--- src/rtl/bp_be_dcache_pkg.sv ---
// Shared D$ definitions: processor configs, LCE command width lookup,
// the watchdog stall-limit default and a count-width helper.
package bp_be_dcache_pkg;

    typedef enum logic [1:0] {
        e_bp_default_cfg,
        e_bp_inv_cfg,
        e_bp_half_core_cfg
    } bp_params_e;

    localparam int bp_lce_cmd_stall_limit_gp = 1024;

    // Flat LCE command width per processor config.
    function automatic int bp_lce_cmd_width(input bp_params_e cfg);
        case (cfg)
            e_bp_inv_cfg:       return 64;
            e_bp_half_core_cfg: return 96;
            default:            return 128;
        endcase
    endfunction

    // Width of an occupancy counter that must represent 0..els inclusive.
    function automatic int bp_cnt_width(input int els);
        return $clog2(els + 1);
    endfunction

endpackage

--- src/rtl/bp_be_dcache_lce_cmd_stall_watchdog.sv ---
// Head-of-queue stall watchdog: saturating count of consecutive unconsumed
// head cycles plus a sticky flag that only clear_i can drop.
module bp_be_dcache_lce_cmd_stall_watchdog
    import bp_be_dcache_pkg::*;
#(
    parameter int stall_limit_p = bp_lce_cmd_stall_limit_gp
)(
    input  logic clk_i,
    input  logic reset_n_i,
    input  logic v_i,
    input  logic yumi_i,
    input  logic clear_i,
    output logic stall_o
);

    localparam int cnt_width_lp = $clog2(stall_limit_p + 1);

    logic [cnt_width_lp-1:0] stall_cnt_r;
    logic                    stall_r;
    logic                    stalled;
    logic                    set_stall;

    assign stalled   = v_i & ~yumi_i;
    assign set_stall = stalled & (stall_cnt_r == cnt_width_lp'(stall_limit_p - 1));

    // NOTE: sequential state uses non-blocking assignments so every register
    // samples pre-edge values regardless of statement order.
    always_ff @(posedge clk_i or negedge reset_n_i) begin
        if (!reset_n_i) begin
            stall_cnt_r <= '0;
            stall_r     <= 1'b0;
        end else begin
            if (!stalled)
                stall_cnt_r <= '0;
            else if (stall_cnt_r != cnt_width_lp'(stall_limit_p))
                stall_cnt_r <= stall_cnt_r + 1'b1;

            // Set has priority over a coincident clear.
            if (set_stall)
                stall_r <= 1'b1;
            else if (clear_i)
                stall_r <= 1'b0;
        end
    end

    assign stall_o = stall_r;

endmodule

--- src/rtl/bp_be_dcache_lce_cmd_buffer.sv ---
// Elastic CCE->LCE command buffer: valid/ready in, valid/yumi out, with a
// head stall watchdog. Define BP_LCE_CMD_BUF_BYPASS_EN for zero-latency empty bypass.
module bp_be_dcache_lce_cmd_buffer
    import bp_be_dcache_pkg::*;
#(
    parameter bp_params_e bp_params_p   = e_bp_inv_cfg,
    parameter int         els_p         = 4,
    parameter int         stall_limit_p = bp_lce_cmd_stall_limit_gp,
    parameter int         lce_cmd_width_lp = bp_lce_cmd_width(bp_params_p),
    parameter int         cnt_width_lp     = bp_cnt_width(els_p)
)(
    input  logic                        clk_i,
    input  logic                        reset_n_i,

    input  logic [lce_cmd_width_lp-1:0] lce_cmd_i,
    input  logic                        lce_cmd_v_i,
    output logic                        lce_cmd_ready_o,

    output logic [lce_cmd_width_lp-1:0] lce_cmd_o,
    output logic                        lce_cmd_v_o,
    input  logic                        lce_cmd_yumi_i,

    output logic [cnt_width_lp-1:0]     count_o,
    output logic                        stall_o,
    input  logic                        clear_stall_i
);

    localparam int ptr_width_lp = $clog2(els_p);

    logic [lce_cmd_width_lp-1:0] storage_r [els_p];
    logic [ptr_width_lp-1:0]     wr_ptr_r, rd_ptr_r;
    logic [cnt_width_lp-1:0]     count_r;

    logic empty;
    logic deq;
    logic deq_stored;
    logic enq;

    function automatic logic [ptr_width_lp-1:0] ptr_inc(input logic [ptr_width_lp-1:0] p);
        return (p == ptr_width_lp'(els_p - 1)) ? '0 : p + 1'b1;
    endfunction

    assign empty           = (count_r == '0);
    assign lce_cmd_ready_o = (count_r < cnt_width_lp'(els_p));
    assign deq             = lce_cmd_yumi_i & lce_cmd_v_o;

`ifdef BP_LCE_CMD_BUF_BYPASS_EN
    // A command consumed straight off the input while empty is never stored.
    logic bypass_deq;
    assign bypass_deq  = empty & deq;
    assign deq_stored  = deq & ~bypass_deq;
    assign enq         = lce_cmd_v_i & lce_cmd_ready_o & ~bypass_deq;
    assign lce_cmd_v_o = empty ? lce_cmd_v_i : 1'b1;
    assign lce_cmd_o   = empty ? (lce_cmd_v_i ? lce_cmd_i : '0) : storage_r[rd_ptr_r];
`else
    assign deq_stored  = deq;
    assign enq         = lce_cmd_v_i & lce_cmd_ready_o;
    assign lce_cmd_v_o = ~empty;
    assign lce_cmd_o   = empty ? '0 : storage_r[rd_ptr_r];
`endif

    // NOTE: storage is deliberately left out of reset; count/pointers alone
    // define which entries are live, so stale data is never observable.
    always_ff @(posedge clk_i) begin
        if (enq)
            storage_r[wr_ptr_r] <= lce_cmd_i;
    end

    always_ff @(posedge clk_i or negedge reset_n_i) begin
        if (!reset_n_i) begin
            wr_ptr_r <= '0;
            rd_ptr_r <= '0;
            count_r  <= '0;
        end else begin
            if (enq)
                wr_ptr_r <= ptr_inc(wr_ptr_r);
            if (deq_stored)
                rd_ptr_r <= ptr_inc(rd_ptr_r);
            case ({enq, deq_stored})
                2'b10:   count_r <= count_r + 1'b1;
                2'b01:   count_r <= count_r - 1'b1;
                default: count_r <= count_r;
            endcase
        end
    end

    assign count_o = count_r;

    bp_be_dcache_lce_cmd_stall_watchdog #(
        .stall_limit_p (stall_limit_p)
    ) watchdog (
        .clk_i     (clk_i),
        .reset_n_i (reset_n_i),
        .v_i       (lce_cmd_v_o),
        .yumi_i    (lce_cmd_yumi_i),
        .clear_i   (clear_stall_i),
        .stall_o   (stall_o)
    );

    // The LCE must never consume a head that is not presented.
    yumi_without_valid: assert property (
        @(posedge clk_i) disable iff (!reset_n_i) !(lce_cmd_yumi_i && !lce_cmd_v_o)
    );

endmodule

--- config.mk ---
export PLATFORM = sky130hd
export DESIGN_NAME = bp_be_dcache_lce_cmd_buffer
export DESIGN_NICKNAME = d
export VERILOG_FILES = /design/src/rtl/bp_be_dcache_pkg.sv /design/src/rtl/bp_be_dcache_lce_cmd_stall_watchdog.sv /design/src/rtl/bp_be_dcache_lce_cmd_buffer.sv
export SDC_FILE = /design/constraint.sdc
export NUM_CORES = 1
export LEC_CHECK = 0
export ABC_CLOCK_PERIOD_IN_PS = 2900
export BUFFER_PORTS_ARGS = -buffer_cell sky130_fd_sc_hd__clkbuf_2
export CAP_MARGIN = 0
export CORE_UTILIZATION = 52
export DETAILED_ROUTE_END_ITERATION = 6
export GPL_TIMING_DRIVEN = 0
export PLACE_DENSITY = 0.76
export SYNTH_ARGS = -nofsm -noshare
export SYNTH_HDL_FRONTEND = slang
export SYNTH_HIERARCHICAL = 1
export SYNTH_SLANG_ARGS = --single-unit
export TNS_END_PERCENT = 50
--- constraint.sdc ---
create_clock -name clk_i -period 2.9 [get_ports clk_i]
set_clock_uncertainty 0.05 [all_clocks]
set_input_delay 0.87 -clock clk_i [delete_from_list [all_inputs] [get_ports clk_i]]
set_output_delay 0.87 -clock clk_i [all_outputs]
set_load 0.005 [all_outputs]
# Yosys cells after proc, flatten, opt, wreduce, memory -nomap -nowiden
# Memory sizes are Yosys's and may differ from the RTL's.
# Index checks and enable logic that the tools add are counted.
# word_totals
regBits	19
mem_bits_rw	256
input_bits	69
output_inout_bits	70
n_memories	1
# memory_table
memory	depth	word_bits	rd	rd_ports_with_merged_regs	write_ports	line	rtl
storage_r	4	64	1	0	1	bp_be_dcache_lce_cmd_buffer.sv:30	logic [lce_cmd_width_lp-1:0] storage_r [els_p];
# op_classes
add_sub_neg	5
n_lt_le_gt_ge	1
eq_ne	7
muxes	10
bitwise_logic	6
n_reduce_logical	3
# ops
operator	count
64-bit two-way mux	1
11-bit two-way mux	2
11-bit by 1-bit adder with 11-bit output (second input constant)	1
11-bit by 10-bit equality test with 1-bit output (second input constant)	1
11-bit != test (second input constant)	1
2-bit equality test (second input constant)	3
3-bit case mux with 2 select lines	1
2-bit by 1-bit adder with 2-bit output (second input constant)	2
1-bit AND	4
1-bit two-way mux	4
2-bit two-way mux	2
2-bit nonzero test	2
3-bit by 1-bit adder with 3-bit output (second input constant)	1
3-bit logical NOT	1
3-bit < comparator (second input constant)	1
3-bit by 1-bit subtractor with 3-bit output (second input constant)	1
2-bit by 1-bit equality test with 1-bit output (second input constant)	1
2-bit != test (second input constant)	1
1-bit NOT	2

# Longest topological paths before layout
# Gate-level depths: netlist (run 1).
# logic_depth
depth_word	5
ltp_mapped	9
mapped_depth_nobuf	8

# Modules after synthesis
# The synthesis (run 1) kept the hierarchy.
# modules_own_cells
mod	instances	cells_each	area_each_um2
bp_be_dcache_lce_cmd_buffer	1	447	10087.2
bp_be_dcache_lce_cmd_stall_watchdog	1	65	625.6

# Least setup slack after synthesis (run 1)
# No wires, ideal clock.
# synth_timing
path_kind	input-to-reg
startpoint	input port lce_cmd_v_i
endpoint	memory storage_r[0][0] (netlist bit) (enable)
setup_ps	429
arrival_ps	2741
path_slack_ps	-320
stages	3
n_path_buf	1
cell_sequence	nor2b_1 > clkbuf_1 > and2_1
# synth_via
elab_chain_cells	3
# synth_lines
element	line	rtl
from (decl)	bp_be_dcache_lce_cmd_buffer.sv:16	input logic lce_cmd_v_i,
1-bit AND	bp_be_dcache_lce_cmd_buffer.sv:57	assign enq = lce_cmd_v_i & lce_cmd_ready_o;
1-bit two-way mux	bp_be_dcache_lce_cmd_buffer.sv:65	if (enq)
1-bit two-way mux (not written as such)	bp_be_dcache_lce_cmd_buffer.sv:66	storage_r[wr_ptr_r] <= lce_cmd_i;
to (decl)	bp_be_dcache_lce_cmd_buffer.sv:30	
# No other way between the ends.

# Worst setup path in the final report (run 1)
# layout_timing
startpoint	register rd_ptr_r[0]
endpoint	output port lce_cmd_o[31]
# layout_via
elab_chain_cells	2
# layout_lines
element	line	rtl
from (decl)	bp_be_dcache_lce_cmd_buffer.sv:31	logic [ptr_width_lp-1:0] wr_ptr_r, rd_ptr_r;
from (signal assigned)	bp_be_dcache_lce_cmd_buffer.sv:78	rd_ptr_r <= ptr_inc(rd_ptr_r);
memory 4 x 64 bit	--	
64-bit two-way mux	bp_be_dcache_lce_cmd_buffer.sv:59	assign lce_cmd_o = empty ? '0 : storage_r[rd_ptr_r];
to (decl)	bp_be_dcache_lce_cmd_buffer.sv:19	output logic [lce_cmd_width_lp-1:0] lce_cmd_o,
# No other way between the ends.

==> summary.md, run 1 <==
| Metric | Value |
|---|---|
| Run status | `finished, violations left` |
| Failing checks | `setup timing` |
| Critical Path RT | `1.98 ns` |
| Hpwl dp | `12,300 µm` |
| Least-Margin Pin Slew | `0.556 ns` |
| Ant diodes | `0` |
| Global-route wire length before repair | `roughly 31,000 µm` |
| Share of Yosys cell area claimed by the top area cell type | `71.8%` |
| Maximum vdd drop | `651 µV` |
| Grt ovf | `0` |
| Post-synth ARST share | `6.91%` |
| Antenna-violating nets left | `0` |
| R2R Path End | `storage_r[1][46]` |
| Slew HR | `a little over three fifths` |
| Worst-case reg-to-reg path depth | `4` |
| Final cell count without fillers | `980` |
| TritonCTS buffer count | `28` |
| Worst skew pair latency | `between 0.5 and 0.6 ns` |
| Sequential area share after synthesis | `76.2%` |
| Total track usage | `19.0%` |
| Post-synth top cells | `256 x edfxtp_1, 69 x and2_1, 64 x mux4_2` |
| Pins Over Slew Limit | `0` |
| I/O pin total | `139` |
| Crit share post-route | `103%` |
| Wire per inst | `approximately 20 µm` |
| Crit end category | `output port` |
| Num Clock Sinks | `275` |
| Placed Cells incl. Taps | `a little over 900` |
| Synth-to-layout area growth | `21.0%` |
| NumNets Final | `770` |
| Starting Density | `a little over half` |
| Hold Vio Cnt, Final | `0` |
| Post-synth top area cell | `edfxtp_1` |
| Max-cap violations | `0` |
| Power Dens Cells | `988 nW/µm²` |
| PortBufs | `138` |
| Yosys warnings | `6` |
| # setup viols final | `59` |
| Cell Area, Synth | `~11,000 µm²` |
| Clock Pin Slew Worst Setup and Hold Paths | `about 0.060 ns` |
| Highest clock rate | `334 MHz` |
| Crit Reg-Reg Startpoint | `count_o[2]` |
| Mean post-synth cell area | `around 21 µm²` |
| Setup Crit Path Kind | `flip-flop to output port` |
| Via density | `between 5 and 6` |
| Final wirelength | `roughly 20,000 µm` |
| Ranking of synthesized cells by area | `edfxtp_1 72%, mux4_2 13%, dfrtp_1 4.4%` |
| Count leader, synth | `edfxtp_1` |
| Die W | `146 µm` |
| Cell variety after synth | `33` |
| Die Y | `~150 µm` |
| CTS tree | `done` |
| RSZ-0062 raised after global routing | `yes` |
| Syn_nets | `590` |
| Initial DRT Pass Iterations | `7` |
| Critical path arrival | `2.07 ns` |
| Starting DRT DRC Count | `276` |
| Worst Setup SP | `rd_ptr_r[0]` |
| Core footprint | `slightly above 20,000 µm²` |
| R2R Setup Slk | `about 0.80 ns` |
| Die Area | `21,200 µm²` |
| Clock tree root driver cell | `clkbuf_16` |
| Vias in the first global route | `5,775` |
| Largest net degree at the start of global routing | `37` |
| Dpl ws | `0.141 ns` |
| Min Tclk post-route | `2.99 ns` |
| Final worst slack | `-0.0902 ns` |
| H-tree depth | `1` |
| Layout cells sized above 1 | `44.2%` |
| CP Max Fanout | `10` |
| EDFF count, synth | `256` |
| Routability cong. | `0.754` |
| Clk buf depth | `3` |
| Static leakage | `4.64 nW` |
| Crit start category | `flip-flop` |
| Hold Crit Class | `input port to async pin` |
| # hold bufs at CTS | `0` |
| Antenna violations before repair | `0` |
| DRC | `0` |
| Post-Syn Instances | `roughly 500` |
| Post-synthesis register bit count | `275` |
| Top FF cell, synth | `edfxtp_1` |
| Site Rows | `52` |
| Via count | `5,339` |
critical path: stages, from the launching register on:
cell and delay (ns):
dfrtp_2 0.42, buf_12 0.17, buf_12 0.16, mux4_2 0.49, and2_4 0.16, clkbuf_2 0.14
layout by cell type (no fill, tap or decap), types with 3 or more instances in the layout:
cell type	n
a21oi_1	4
and2_1	30
and2_4	39
buf_12	11
buf_4	13
clkbuf_1	10
clkbuf_16	29
clkbuf_2	138
clkbuf_4	4
clkinv_1	8
dfrtp_1	18
edfxtp_1	256
ha_1	8
inv_1	12
mux2_2	3
mux4_2	64
nand2_1	7
nand3_1	4
nor2_1	7
o21ai_0	6
xnor2_1	3
xor2_1	3
cell type report:
class / count / area, µm²
inverter: 12 / 45.0
multi-input combinational: 202 / 2470
clock buffer: 36 / 752
tap: 270 / 338
timing repair buffer: 150 / 831
buffer: 23 / 263
fill: 1398 / 7270
sequential: 275 / 8160
clock inverter: 12 / 100
kinds of logic (layout without fill, tap and decap cells):
group / Yosys count / after routing / synth area share, %
xor gates and xnor gates: 6 / 6 / 0.491
muxes: 69 / 69 / 14.0
and+or+nand+nor: 104 / 104 / 5.78
adders and majority gates: 9 / 9 / 1.12
DFF: 275 / 275 / 76.2
buffers and inverters: 35 / 233 / 1.67
AOI/OAI and AO/OA: 14 / 14 / 0.783
per-stage QoR:
stage / area (µm²) / hold WS [ns] / utilization [%] / TNS (ns) / power (mW)
6_report: 13000 / 0.248 / 64.1 / -2.81 / 12.8
5_1_grt: 13000 / 0.276 / 64.1 / -8.34 / 13.4
4_1_cts: 12900 / 0.256 / 63.9 / -5.32 / 12.9
3_5_place_dp: 11800 / 0.471 / 58.5 / 0 / 9.04
3_3_place_gp: 11700 / 0.453 / 58.0 / -257.02 / 8.90
2_1_floorplan: 10700 / 0.451 / - / -40.94 / 7.56
power by group:
group	leakage, nW	internal (mW)	switching [mW]
Clock	0.414	1.98	1.35
Combinational	1.65	2.48	1.91
Sequential	2.57	4.94	0.165
Total	4.64	9.39	3.42
registers in the layout, summed over array words and instances, names as in the netlist:
signal	flops
rd_ptr_r	2
wr_ptr_r	2
watchdog/stall_o	1
watchdog/stall_cnt_r	11
storage_r	256
count_o	3
worst max-delay path by stage:
stage,end,slack [ns]
6_report,lce_cmd_o[31],-0.09
5_1_grt,lce_cmd_o[48],-0.18
4_1_cts,lce_cmd_o[56],-0.13
3_3_place_gp,storage_r[2][38],-1.62
3_5_place_dp,lce_cmd_o[40],0.14
2_1_floorplan,storage_r[2][0],-0.32
per-layer routing:
layer / vias up / track usage (%) / wire length, µm
li1: 2399 / - / -
met1: 2760 / 23.8 / 7910
met2: 147 / 34.0 / 10100
met3: 33 / 3.95 / 1030
met4: 0 / 5.05 / 408
met5: - / 0 / 0
repair_timing:
item / CTS / global route
resized for setup: 67 / 11
buffers inserted: 7 / 1
setup endpoints to repair: 64 / 64
pin swaps: 5 / 2
Power figures use the tool's default switching activity.
==> run 2, diff against run 1 <==
--- a/config.mk
+++ b/config.mk
@@ -5,13 +5,13 @@
 export SDC_FILE = /design/constraint.sdc
 export NUM_CORES = 1
 export LEC_CHECK = 0
-export ABC_CLOCK_PERIOD_IN_PS = 2900
+export ABC_CLOCK_PERIOD_IN_PS = 3650
 export BUFFER_PORTS_ARGS = -buffer_cell sky130_fd_sc_hd__clkbuf_2
 export CAP_MARGIN = 0
-export CORE_UTILIZATION = 52
+export CORE_UTILIZATION = 62
 export DETAILED_ROUTE_END_ITERATION = 6
 export GPL_TIMING_DRIVEN = 0
-export PLACE_DENSITY = 0.76
+export PLACE_DENSITY = 0.85
 export SYNTH_ARGS = -nofsm -noshare
 export SYNTH_HDL_FRONTEND = slang
 export SYNTH_HIERARCHICAL = 1
==> constraint.sdc (replaced) <==
create_clock -name clk_i -period 3.65 [get_ports clk_i]
set_clock_uncertainty 0.05 [all_clocks]
set_input_delay 1.095 -clock clk_i [delete_from_list [all_inputs] [get_ports clk_i]]
set_output_delay 1.095 -clock clk_i [all_outputs]
set_load 0.005 [all_outputs]
==> run 2 against run 1 <==
  * The run now ends clean
  * Routed wire length grew 1.8%
  * First-iteration DRC count up 64%
  * Combinational power fell by 30%
  * Core utilization increased by 11 points
  * Worst setup slack better by 0.27 ns
  * Critical path type unchanged
  * Highest routed layer unchanged
==> summary.md, run 2 (same netlist as run 1, synthesis figures left out) <==
| Metric | Value |
|---|---|
| Global-route wire length before repair | `30,600 µm (-1.2%)` |
| Hold Crit Class | `input port to async pin` |
| Clock tree root driver cell | `clkbuf_16` |
| Run status | `finished, final reports clean` |
| R2R Path End | `watchdog/stall_cnt_r[0]` |
| Top cell by count, worst path | `clkbuf_2` |
| PortBufs | `138 (unchanged)` |
| Least-Margin Pin Slew | `0.663 ns (+0.107 ns)` |
| Maximum vdd drop | `633 µV (-2.7%)` |
| Final Core Density | `75.3% (+11 points)` |
| Num Clock Sinks | `275 (unchanged)` |
| DRC | `0 (unchanged)` |
| Min Tclk post-route | `3.47 ns` |
| Power Dens Cells | `758 nW/µm² (-23%)` |
| Starting Density | `64.1% (+11 points)` |
| Core footprint | `16,700 µm² (-17%)` |
| Vias in the first global route | `5,624 (-2.6%)` |
| Layout cells sized above 1 | `37.9% (-6.3 points)` |
| Synth-to-layout area growth | `17.3%` |
| CP Max Fanout | `10 (unchanged)` |
| Wire per inst | `21.5 µm (+8.2%)` |
| Crit start category | `flip-flop` |
| # setup viols final | `0 (-100%)` |
| Hold Vio Cnt, Final | `0 (unchanged)` |
| TritonCTS buffer count | `27 (-3.6%)` |
| Top reg by flops | `storage_r` |
| Worst skew pair latency | `0.52 ns (about the same)` |
| Die Y | `133 µm (-8.3%)` |
| Most common cell after layout, fill and taps aside | `edfxtp_1` |
| Slew HR | `55.8% (-7.1 points)` |
| Critical Path RT | `2.50 ns (+0.52 ns)` |
| Starting DRT DRC Count | `452 (+64%)` |
| Antenna violations before repair | `0 (unchanged)` |
| Site Rows | `47 (-9.6%)` |
| Critical path arrival | `2.32 ns (+0.25 ns)` |
| Final cell count without fillers | `922 (-5.9%)` |
| Pins Over Slew Limit | `0 (unchanged)` |
| # hold bufs at CTS | `0 (unchanged)` |
| CTS tree | `done` |
| Static leakage | `4.44 nW (-4.2%)` |
| CTS resizes | `0 (-100%)` |
| Worst-case reg-to-reg path depth | `6 (+2)` |
| Initial DRT Pass Iterations | `5 (-2)` |
| Max-cap violations | `0 (unchanged)` |
| Clk buf depth | `3 (unchanged)` |
| Via count | `5,452 (+2.1%)` |
| Tot Pwr | `9.52 mW (-26%)` |
| Highest clock rate | `between 200 and 300 MHz` |
| NumNets Final | `761 (-1.2%)` |
| Crit path cell chain | `or3_1 > clkbuf_2 > clkbuf_1 > and2_1 > clkbuf_2` |
| Largest register FFs | `256 (unchanged)` |
| Clock Pin Slew Worst Setup and Hold Paths | `0.06 ns (about the same)` |
| Routability cong. | `0.734 (-2.6%)` |
| Die Area | `17,800 µm² (-16%)` |
| Most frequent cells in the layout | `256 x edfxtp_1, 139 x clkbuf_2, 65 x and2_1` |
| Hpwl dp | `12,200 µm (-0.34%)` |
| Crit end category | `output port` |
| Total track usage | `23.2% (+4.1 points)` |
| Crit share post-route | `95.0%` |
| Antenna-violating nets left | `0 (unchanged)` |
| RSZ-0062 raised after global routing | `no` |
| Fillers | `987 (-29%)` |
| Crit Reg-Reg Startpoint | `count_o[0]` |
| H-tree depth | `1 (unchanged)` |
| Largest net degree at the start of global routing | `45 (+22%)` |
| Grt ovf | `0 (unchanged)` |
| Setup Crit Path Kind | `flip-flop to output port` |
| Placed Cells incl. Taps | `874 (-5.4%)` |
| Post-DP Area | `11,800 µm² (-0.27%)` |
| Via density | `5.91 (+8.5%)` |
| Crit-path slowest cell | `or3_1` |
| Final wirelength | `19,900 µm (+1.8%)` |
| Ant diodes | `0 (unchanged)` |
| Post CTS Setup Buffer Count | `0 (-7)` |
| Worst Hold Slack | `0.472 ns (+0.224 ns)` |
| R2R Setup Slk | `1.40 ns (+0.60 ns)` |
| CP max stage delay | `0.48 ns (about the same)` |
| Die W | `133 µm (-8.3%)` |
| Design Area, Final | `12,600 µm² (-3.1%)` |
| I/O pin total | `139 (unchanged)` |
==> run 2: changes by cell type in the layout (fill, tap and decap cells not counted), moves of 3 or more <==
cell and change:
buf_6 +4, buf_4 -13, clkbuf_1 +3, buf_12 -11, and2_4 -35, and2_1 +35, buf_2 +7, clkinv_2 +6
clkbuf_4 -4, buf_16 +4
==> run 2: how the worst max path moves through the flow <==
stage	start	end	cells after the start
finish	count_o[0]	lce_cmd_o[46]	5
global route	count_o[0]	lce_cmd_o[49]	5
CTS	count_o[0]	lce_cmd_o[16]	5
detailed placement	count_o[0]	lce_cmd_o[16]	5
global placement	lce_cmd_v_i	storage_r[3][35]	4
floorplan	lce_cmd_v_i	storage_r[0][0]	3
==> run 2: cell type report <==
cell class / instances / area, µm² / share of cell area [%]
plain buffers: 23 / 135 / 1.08
clock buffers: 31 / 691 / 5.50
clock inverters: 17 / 77.6 / 0.617
inverters: 12 / 45.0 / 0.358
multi-input cells: 202 / 2380 / 18.9
flip-flops and latches: 275 / 8160 / 64.9
well taps: 220 / 275 / 2.19
repair buffers: 142 / 801 / 6.37
==> run 2: per-stage QoR <==
stage	worst slack (ns)	TNS, ns
final	0.181	0
after global routing	0.0730	0
after CTS	0.0586	0
after detailed placement	0.676	0
after global placement	-1.09	-276.49
after floorplan	0.205	0
==> run 2: critical path, delay by kind of cell, from the launching register on <==
kind	cells	cell delay, ns
flip-flops	1	0.42
buffers and inverters	3	0.67
AND/OR/NAND/NOR	2	0.71
==> run 2: per-layer routing <==
metal | routed length (µm) | part of all wire (%) | global-route usage [%] | vias to the layer above
li1 | - | - | - | 2386
met1 | 7960 | 40 | 31.8 | 2798
met2 | 9980 | 50 | 38.6 | 234
met3 | 1520 | 7.7 | 4.95 | 34
met4 | 396 | 2.0 | 5.62 | 0
met5 | 0 | 0 | 0.278 | -
==> run 2: power breakdown <==
group          internal, mW  switching [mW]  leakage [nW]
Clock                  1.34            1.07         0.381
Combinational          1.57            1.49          1.49
Sequential             3.92           0.133          2.57
